<file path="config.mk">
export PLATFORM = sky130hd
export DESIGN_NAME = frame_buf_multi
export DESIGN_NICKNAME = d
export VERILOG_FILES = /design/src/rtl/frame_buf_pkg.sv /design/src/rtl/frame_buf_ram.sv /design/src/rtl/frame_buf_multi.sv
export SDC_FILE = /design/constraint.sdc
export NUM_CORES = 2
export LEC_CHECK = 0
export CELL_PAD_IN_SITES_DETAIL_PLACEMENT = 0
export CELL_PAD_IN_SITES_GLOBAL_PLACEMENT = 1
export CORE_ASPECT_RATIO = 2
export CORE_MARGIN = 2
export CORE_UTILIZATION = 35
export CTS_BUF_LIST = sky130_fd_sc_hd__clkbuf_16
export DETAILED_ROUTE_END_ITERATION = 8
export PLACE_DENSITY_LB_ADDON = 0.1
export RECOVER_POWER = 100
export SLEW_MARGIN = 20
export SYNTH_ARGS = -nofsm -noshare
export SYNTH_HDL_FRONTEND = slang
export SYNTH_HIERARCHICAL = 1
export SYNTH_SLANG_ARGS = --single-unit
</file>
<file path="constraint.sdc">
create_clock -name clk -period 12.5 [get_ports clk]
set_input_delay 1.875 -clock clk [delete_from_list [all_inputs] [get_ports clk]]
set_output_delay 1.875 -clock clk [all_outputs]
set_load 0.005 [all_outputs]
</file>
<file path="src/rtl/frame_buf_pkg.sv">
// Shared types and helpers for the multi-bank frame buffer: bank life-cycle
// states, reader states and the round-robin bank wrap.
package frame_buf_pkg;

  typedef enum logic [1:0] {
    BANK_FREE    = 2'd0,
    BANK_WRITING = 2'd1,
    BANK_FULL    = 2'd2,
    BANK_READING = 2'd3
  } bank_state_t;

  typedef enum logic {
    RD_IDLE   = 1'b0,
    RD_ACTIVE = 1'b1
  } rd_state_t;

  // Successor of a bank in round-robin order.
  function automatic int next_bank(input int ptr, input int num_banks);
    return (ptr + 1 >= num_banks) ? 0 : ptr + 1;
  endfunction

endpackage

</file>
<file path="src/rtl/frame_buf_ram.sv">
// Simple dual-port frame storage: one write port, one registered read port
// whose output holds its value when no read is issued.
module frame_buf_ram #(
  parameter int DATA_W = 32,
  parameter int DEPTH  = 48,
  parameter int ADDR_W = $clog2(DEPTH)
) (
  input  logic              clk,
  input  logic              reset,
  input  logic              we,
  input  logic [ADDR_W-1:0] waddr,
  input  logic [DATA_W-1:0] wdata,
  input  logic              re,
  input  logic [ADDR_W-1:0] raddr,
  output logic [DATA_W-1:0] rdata
);

  logic [DATA_W-1:0] mem [DEPTH];

  // NOTE: the array itself is never reset so it maps onto block RAM; only the
  // read register is cleared, which is all the outside world can observe.
  always_ff @(posedge clk) begin
    if (we) begin
      mem[waddr] <= wdata;
    end
  end

  always_ff @(posedge clk) begin
    if (reset) begin
      rdata <= '0;
    end else if (re) begin
      rdata <= mem[raddr];
    end
  end

endmodule

</file>
<file path="src/rtl/frame_buf_multi.sv">
// N-bank frame buffer: writer fills banks round-robin, reader drains completed
// banks in the same order, optionally repeating the newest frame.
module frame_buf_multi
  import frame_buf_pkg::*;
#(
  parameter int DATA_W      = 32,
  parameter int FRAME_WORDS = 16,
  parameter int NUM_BANKS   = 3,
  parameter int REPEAT_LAST = 0
) (
  input  logic              clk,
  input  logic              reset,
  input  logic              wr_en_in,
  input  logic              wr_sof_in,
  input  logic [DATA_W-1:0] data_in,
  input  logic              rd_en_in,
  output logic [DATA_W-1:0] data_out,
  output logic              rd_valid,
  output logic              rd_sof,
  output logic              rd_empty,
  output logic              wr_full,
  output logic              wr_overflow,
  output logic              wr_frame_done
);

  localparam int AW = $clog2(FRAME_WORDS);
  localparam int BW = $clog2(NUM_BANKS);
  localparam int DEPTH = NUM_BANKS * FRAME_WORDS;
  localparam int MW = $clog2(DEPTH);
  localparam logic [AW-1:0] LAST_ADDR = AW'(FRAME_WORDS - 1);

  bank_state_t bank_st [NUM_BANKS];
  bank_state_t bank_nx [NUM_BANKS];
  rd_state_t   rd_st, rd_st_nx;

  logic [BW-1:0] wr_ptr, wr_ptr_nx, rd_ptr, rd_ptr_nx, wr_nb, rd_nb;
  logic [AW-1:0] wr_addr, wr_addr_nx, rd_addr, rd_addr_nx;
  logic          wr_full_nx, rd_valid_nx, rd_sof_nx, wr_ovf_nx, wr_done_nx;
  logic          ram_we, ram_re;
  logic [MW-1:0] ram_waddr, ram_raddr;

  assign wr_nb    = BW'(next_bank(int'(wr_ptr), NUM_BANKS));
  assign rd_nb    = BW'(next_bank(int'(rd_ptr), NUM_BANKS));
  assign rd_empty = (rd_st == RD_IDLE);

  // Writer and reader only ever touch banks in disjoint states, so their
  // bank_nx updates below can never collide on the same index.
  // NOTE: every output of this block is defaulted first and assigned with
  // blocking '=' so it stays purely combinational with no inferred latch.
  always_comb begin
    bank_nx     = bank_st;
    wr_ptr_nx   = wr_ptr;
    wr_addr_nx  = wr_addr;
    wr_full_nx  = wr_full;
    wr_ovf_nx   = 1'b0;
    wr_done_nx  = 1'b0;
    rd_st_nx    = rd_st;
    rd_ptr_nx   = rd_ptr;
    rd_addr_nx  = rd_addr;
    rd_valid_nx = 1'b0;
    rd_sof_nx   = 1'b0;
    ram_we      = 1'b0;
    ram_re      = 1'b0;

    if (!wr_full) begin
      if (wr_sof_in) begin
        wr_addr_nx = '0;
      end else if (wr_en_in) begin
        ram_we = 1'b1;
        if (wr_addr == LAST_ADDR) begin
          bank_nx[wr_ptr] = BANK_FULL;
          wr_done_nx      = 1'b1;
          wr_addr_nx      = '0;
          if (bank_st[wr_nb] == BANK_FREE) begin
            wr_ptr_nx      = wr_nb;
            bank_nx[wr_nb] = BANK_WRITING;
          end else begin
            wr_full_nx = 1'b1;
          end
        end else begin
          wr_addr_nx = wr_addr + AW'(1);
        end
      end
    end else begin
      wr_ovf_nx = wr_en_in;
      if (bank_st[wr_nb] == BANK_FREE) begin
        wr_ptr_nx      = wr_nb;
        bank_nx[wr_nb] = BANK_WRITING;
        wr_full_nx     = 1'b0;
        wr_addr_nx     = '0;
      end
    end

    case (rd_st)
      RD_IDLE: begin
        if (bank_st[rd_ptr] == BANK_FULL) begin
          bank_nx[rd_ptr] = BANK_READING;
          rd_st_nx        = RD_ACTIVE;
        end
      end
      RD_ACTIVE: begin
        if (rd_en_in) begin
          ram_re      = 1'b1;
          rd_valid_nx = 1'b1;
          rd_sof_nx   = (rd_addr == '0);
          if (rd_addr == LAST_ADDR) begin
            rd_addr_nx = '0;
            if (bank_st[rd_nb] == BANK_FULL) begin
              bank_nx[rd_ptr] = BANK_FREE;
              bank_nx[rd_nb]  = BANK_READING;
              rd_ptr_nx       = rd_nb;
            end else if (REPEAT_LAST == 0) begin
              bank_nx[rd_ptr] = BANK_FREE;
              rd_ptr_nx       = rd_nb;
              rd_st_nx        = RD_IDLE;
            end
          end else begin
            rd_addr_nx = rd_addr + AW'(1);
          end
        end
      end
      default: rd_st_nx = RD_IDLE;
    endcase
  end

  always_ff @(posedge clk) begin
    if (reset) begin
      for (int i = 0; i < NUM_BANKS; i++) begin
        bank_st[i] <= (i == 0) ? BANK_WRITING : BANK_FREE;
      end
      wr_ptr        <= '0;
      wr_addr       <= '0;
      wr_full       <= 1'b0;
      wr_overflow   <= 1'b0;
      wr_frame_done <= 1'b0;
      rd_st         <= RD_IDLE;
      rd_ptr        <= '0;
      rd_addr       <= '0;
      rd_valid      <= 1'b0;
      rd_sof        <= 1'b0;
    end else begin
      bank_st       <= bank_nx;
      wr_ptr        <= wr_ptr_nx;
      wr_addr       <= wr_addr_nx;
      wr_full       <= wr_full_nx;
      wr_overflow   <= wr_ovf_nx;
      wr_frame_done <= wr_done_nx;
      rd_st         <= rd_st_nx;
      rd_ptr        <= rd_ptr_nx;
      rd_addr       <= rd_addr_nx;
      rd_valid      <= rd_valid_nx;
      rd_sof        <= rd_sof_nx;
    end
  end

  assign ram_waddr = MW'(wr_ptr) * MW'(FRAME_WORDS) + MW'(wr_addr);
  assign ram_raddr = MW'(rd_ptr) * MW'(FRAME_WORDS) + MW'(rd_addr);

  frame_buf_ram #(
    .DATA_W (DATA_W),
    .DEPTH  (DEPTH),
    .ADDR_W (MW)
  ) u_ram (
    .clk   (clk),
    .reset (reset),
    .we    (ram_we),
    .waddr (ram_waddr),
    .wdata (data_in),
    .re    (ram_re),
    .raddr (ram_raddr),
    .rdata (data_out)
  );

endmodule

</file>
==> run metrics <==
status finished, violations left; failing checks max-capacitance violations, max-slew violations; RSZ-0062 raised after global routing false; antenna violations before repair 12; Syn Inst Count 2853; Syn Area/Cell 21.4 sq um; die area 178000 sq um; Post-Synth Adder-Cell Area 0.0614%; pre-CTS setup slack 7370 ps; drt total wl 174 mm; leakage 20.4 nW; first-pass GRT wire length 245 mm; H-tree depth 4; Req. time, crit path 13180 ps; Fmax achieved 133 MHz; root buf cell clkbuf_16; post-synthesis sequential area ratio 77.3%; chip height 595 um; GR Util All Layers 19.6%; Initial DRT Pass Iterations 5; reg2reg end u_ram/rdata[12]; Hold Crit Depth 1; mux cell area share after synthesis 15.3%; PD cells 153 nW/um^2; Post-synth ARST share 0%; postcts setup bufs 0; gr ovfl total 0; WS Path Type register to register; I/O Buffers 74; IO Pins 75; Critical Path Fanout Max 39; Post-Syn Area 61100 sq um; CTS tree built; Hold Vio Cnt, Final 0; largest family of logic cells by synthesized area multiplexers; Yosys cell types 64; gpl congestion 0.790; Layout Cells excl Fill 5432; CTS Sinks 1592; CP Capture Type register; CP max stage cell clkbuf_1; Initial Util 35.3%; Setup TNS 0 ps; multi-input combinational cell area 13200 sq um; xor-xnor portion of the synthesized cell area 0.0287%; post-detail-place hpwl 106 mm; fill cell count 15.3k; largest net degree at the start of global routing 110; max_cap viols 83; top_reg_cell synth edfxtp_1; Tmin final 7520 ps; Worst-Margin Slew 3600 ps; DRC viols 0; final slew viol count 3110; worst-skew pair later-pin latency 800 ps; via count 29.6k; vias in the first global route 31.2k; fin worst setup slack 4980 ps; Util after Layout 40.0%; number of synthesized flops with an enable pin 1536; layout cells sized above 1 21.6%; Synth Area in Compound Gates 3.36%; CP Cell Sequence clkbuf_1 -> nand2_1 -> o22ai_1 -> o311ai_0 -> a21oi_1 -> nor3_1; CP delay by family, top buffers and inverters; Hold EP bank_st[1]; post-CTS sizing 0; ranking of synthesized cells by area edfxtp_1, mux4_2, mux2i_1; Fin Clk Skew 32.3 ps; Worst R2R Path Depth 6; FF-to-FF Start rd_addr[0]; initial drt markers 2615; Clock Pin Slew Worst Setup and Hold Paths 70 ps; Nets 3067; # rows 216; Layout area overhead 13.4%; TritonCTS buffer count 155; part of the cycle the worst path needs 60.2%; reg2reg setup slack 4980 ps; Arr. time, crit path 8200 ps; Tot Pwr 10.6 mW; # placed instances 5158; post-synth top area share 75.5%; placement-stage cell area 64800 sq um; Peak VDD IR 0.0895 mV; Routed WL per cell 32.1 um; final instance area 69300 sq um; HP Class register to register; Antenna Nets Post-Route 0; Worst Path Buf+Inv 1; Hold-fix buffers, CTS 0; area leader, netlist edfxtp_1; Startpoint Class register; die width 299 um; final setup fails 0; syn_nets 2893; Ys Warns 6; max incr delay on CP 2630 ps; most common cell after layout, fill and taps aside edfxtp_1; most frequent cells in the layout edfxtp_1, mux4_2, clkbuf_16; post-synthesis register bit count 1592; CTS max path bufs 4; core region area 173000 sq um; Vias per Instance 5.45; Post-Synth Simple-Gate Area 2.35%; startpoint of the worst hold path bank_st[1]; hold slack 551 ps; slew margin rel. -140%; FF+latch area 47300 sq um
-- report_power, final --
part | switching (mW) | total (mW) | internal, mW
Clock | 1.99 | 4.62 | 2.63
Combinational | 0.118 | 0.132 | 0.0135
Sequential | 0.00275 | 5.86 | 5.86
-- layer usage --
| metal | wire length [um] | global-route usage (%) |
|---|---|---|
| met4 | 4040 | 4.92 |
| met1 | 67600 | 24.0 |
| met3 | 7180 | 2.21 |
| met5 | 0 | 0 |
| met2 | 95600 | 36.4 |
-- worst register-to-register path, cell delays in order (launching register included) --
cell	delay, ps
dfxtp_1	1900
clkbuf_1	2650
nand2_1	1770
o22ai_1	600
o311ai_0	210
a21oi_1	230
nor3_1	60
-- registers in the layout, indices dropped and copies added (netlist names), 2 cells and up --
| name | flops |
|---|---|
| u_ram/mem | 1536 |
| wr_addr | 4 |
| u_ram/rdata | 32 |
| bank_st | 6 |
| rd_addr | 4 |
| wr_ptr | 2 |
| rd_ptr | 2 |
-- cell families (layout without fill, tap and decap cells) --
family | count (synthesis) | in the layout
other | 0 | 7
buffers and inverters | 164 | 447
AO/OA/AOI/OAI | 292 | 292
adder cells (fa/ha/maj) | 3 | 3
flip-flops | 1592 | 1592
multiplexers | 501 | 501
XOR/XNOR | 2 | 2
AND/OR/NAND/NOR | 299 | 299
-- worst max-delay path by stage --
stage                          start           endpoint  slack (ps)  cells past startpoint
final                     rd_addr[0]    u_ram/rdata[12]        4980                      6
after global routing      rd_addr[0]    u_ram/rdata[12]        4070                      6
after CTS                 rd_addr[0]    u_ram/rdata[18]        7970                      7
after detailed placement    rd_en_in    u_ram/rdata[29]        7370                      9
after global placement      wr_en_in  u_ram/mem[18][14]        7420                      8
after floorplan             wr_en_in   u_ram/mem[18][0]        6900                      5
-- Yosys cell counts, types with 7 or more instances --
cell,instances
edfxtp_1,1536
mux4_2,345
mux2i_1,122
nor2_1,91
nand2_1,76
o22ai_1,59
dfxtp_1,56
clkbuf_1,49
buf_2,45
mux2_2,34
a221oi_1,32
nor3_1,30
buf_4,29
a21oi_1,27
o21ai_0,27
a22oi_1,25
nor2b_1,24
o21ai_1,24
nand3_1,16
a211oi_1,15
nand2b_1,14
buf_6,13
a311o_1,12
inv_1,11
o211ai_1,11
buf_1,10
and3_1,8
nand4_1,8
a311oi_1,7
o2111ai_1,7
-- layout make-up --
cell class	count	area share, %
Sequential cell	1592	68.2
Multi-Input combinational cell	1097	19.1
Timing Repair Buffer	169	1.51
Clock inverter	105	1.21
Clock buffer	161	5.81
Tap cell	2289	4.13
Antenna cell	7	0.0253
Inverter	12	0.0650
Power figures use the tool's default switching activity.
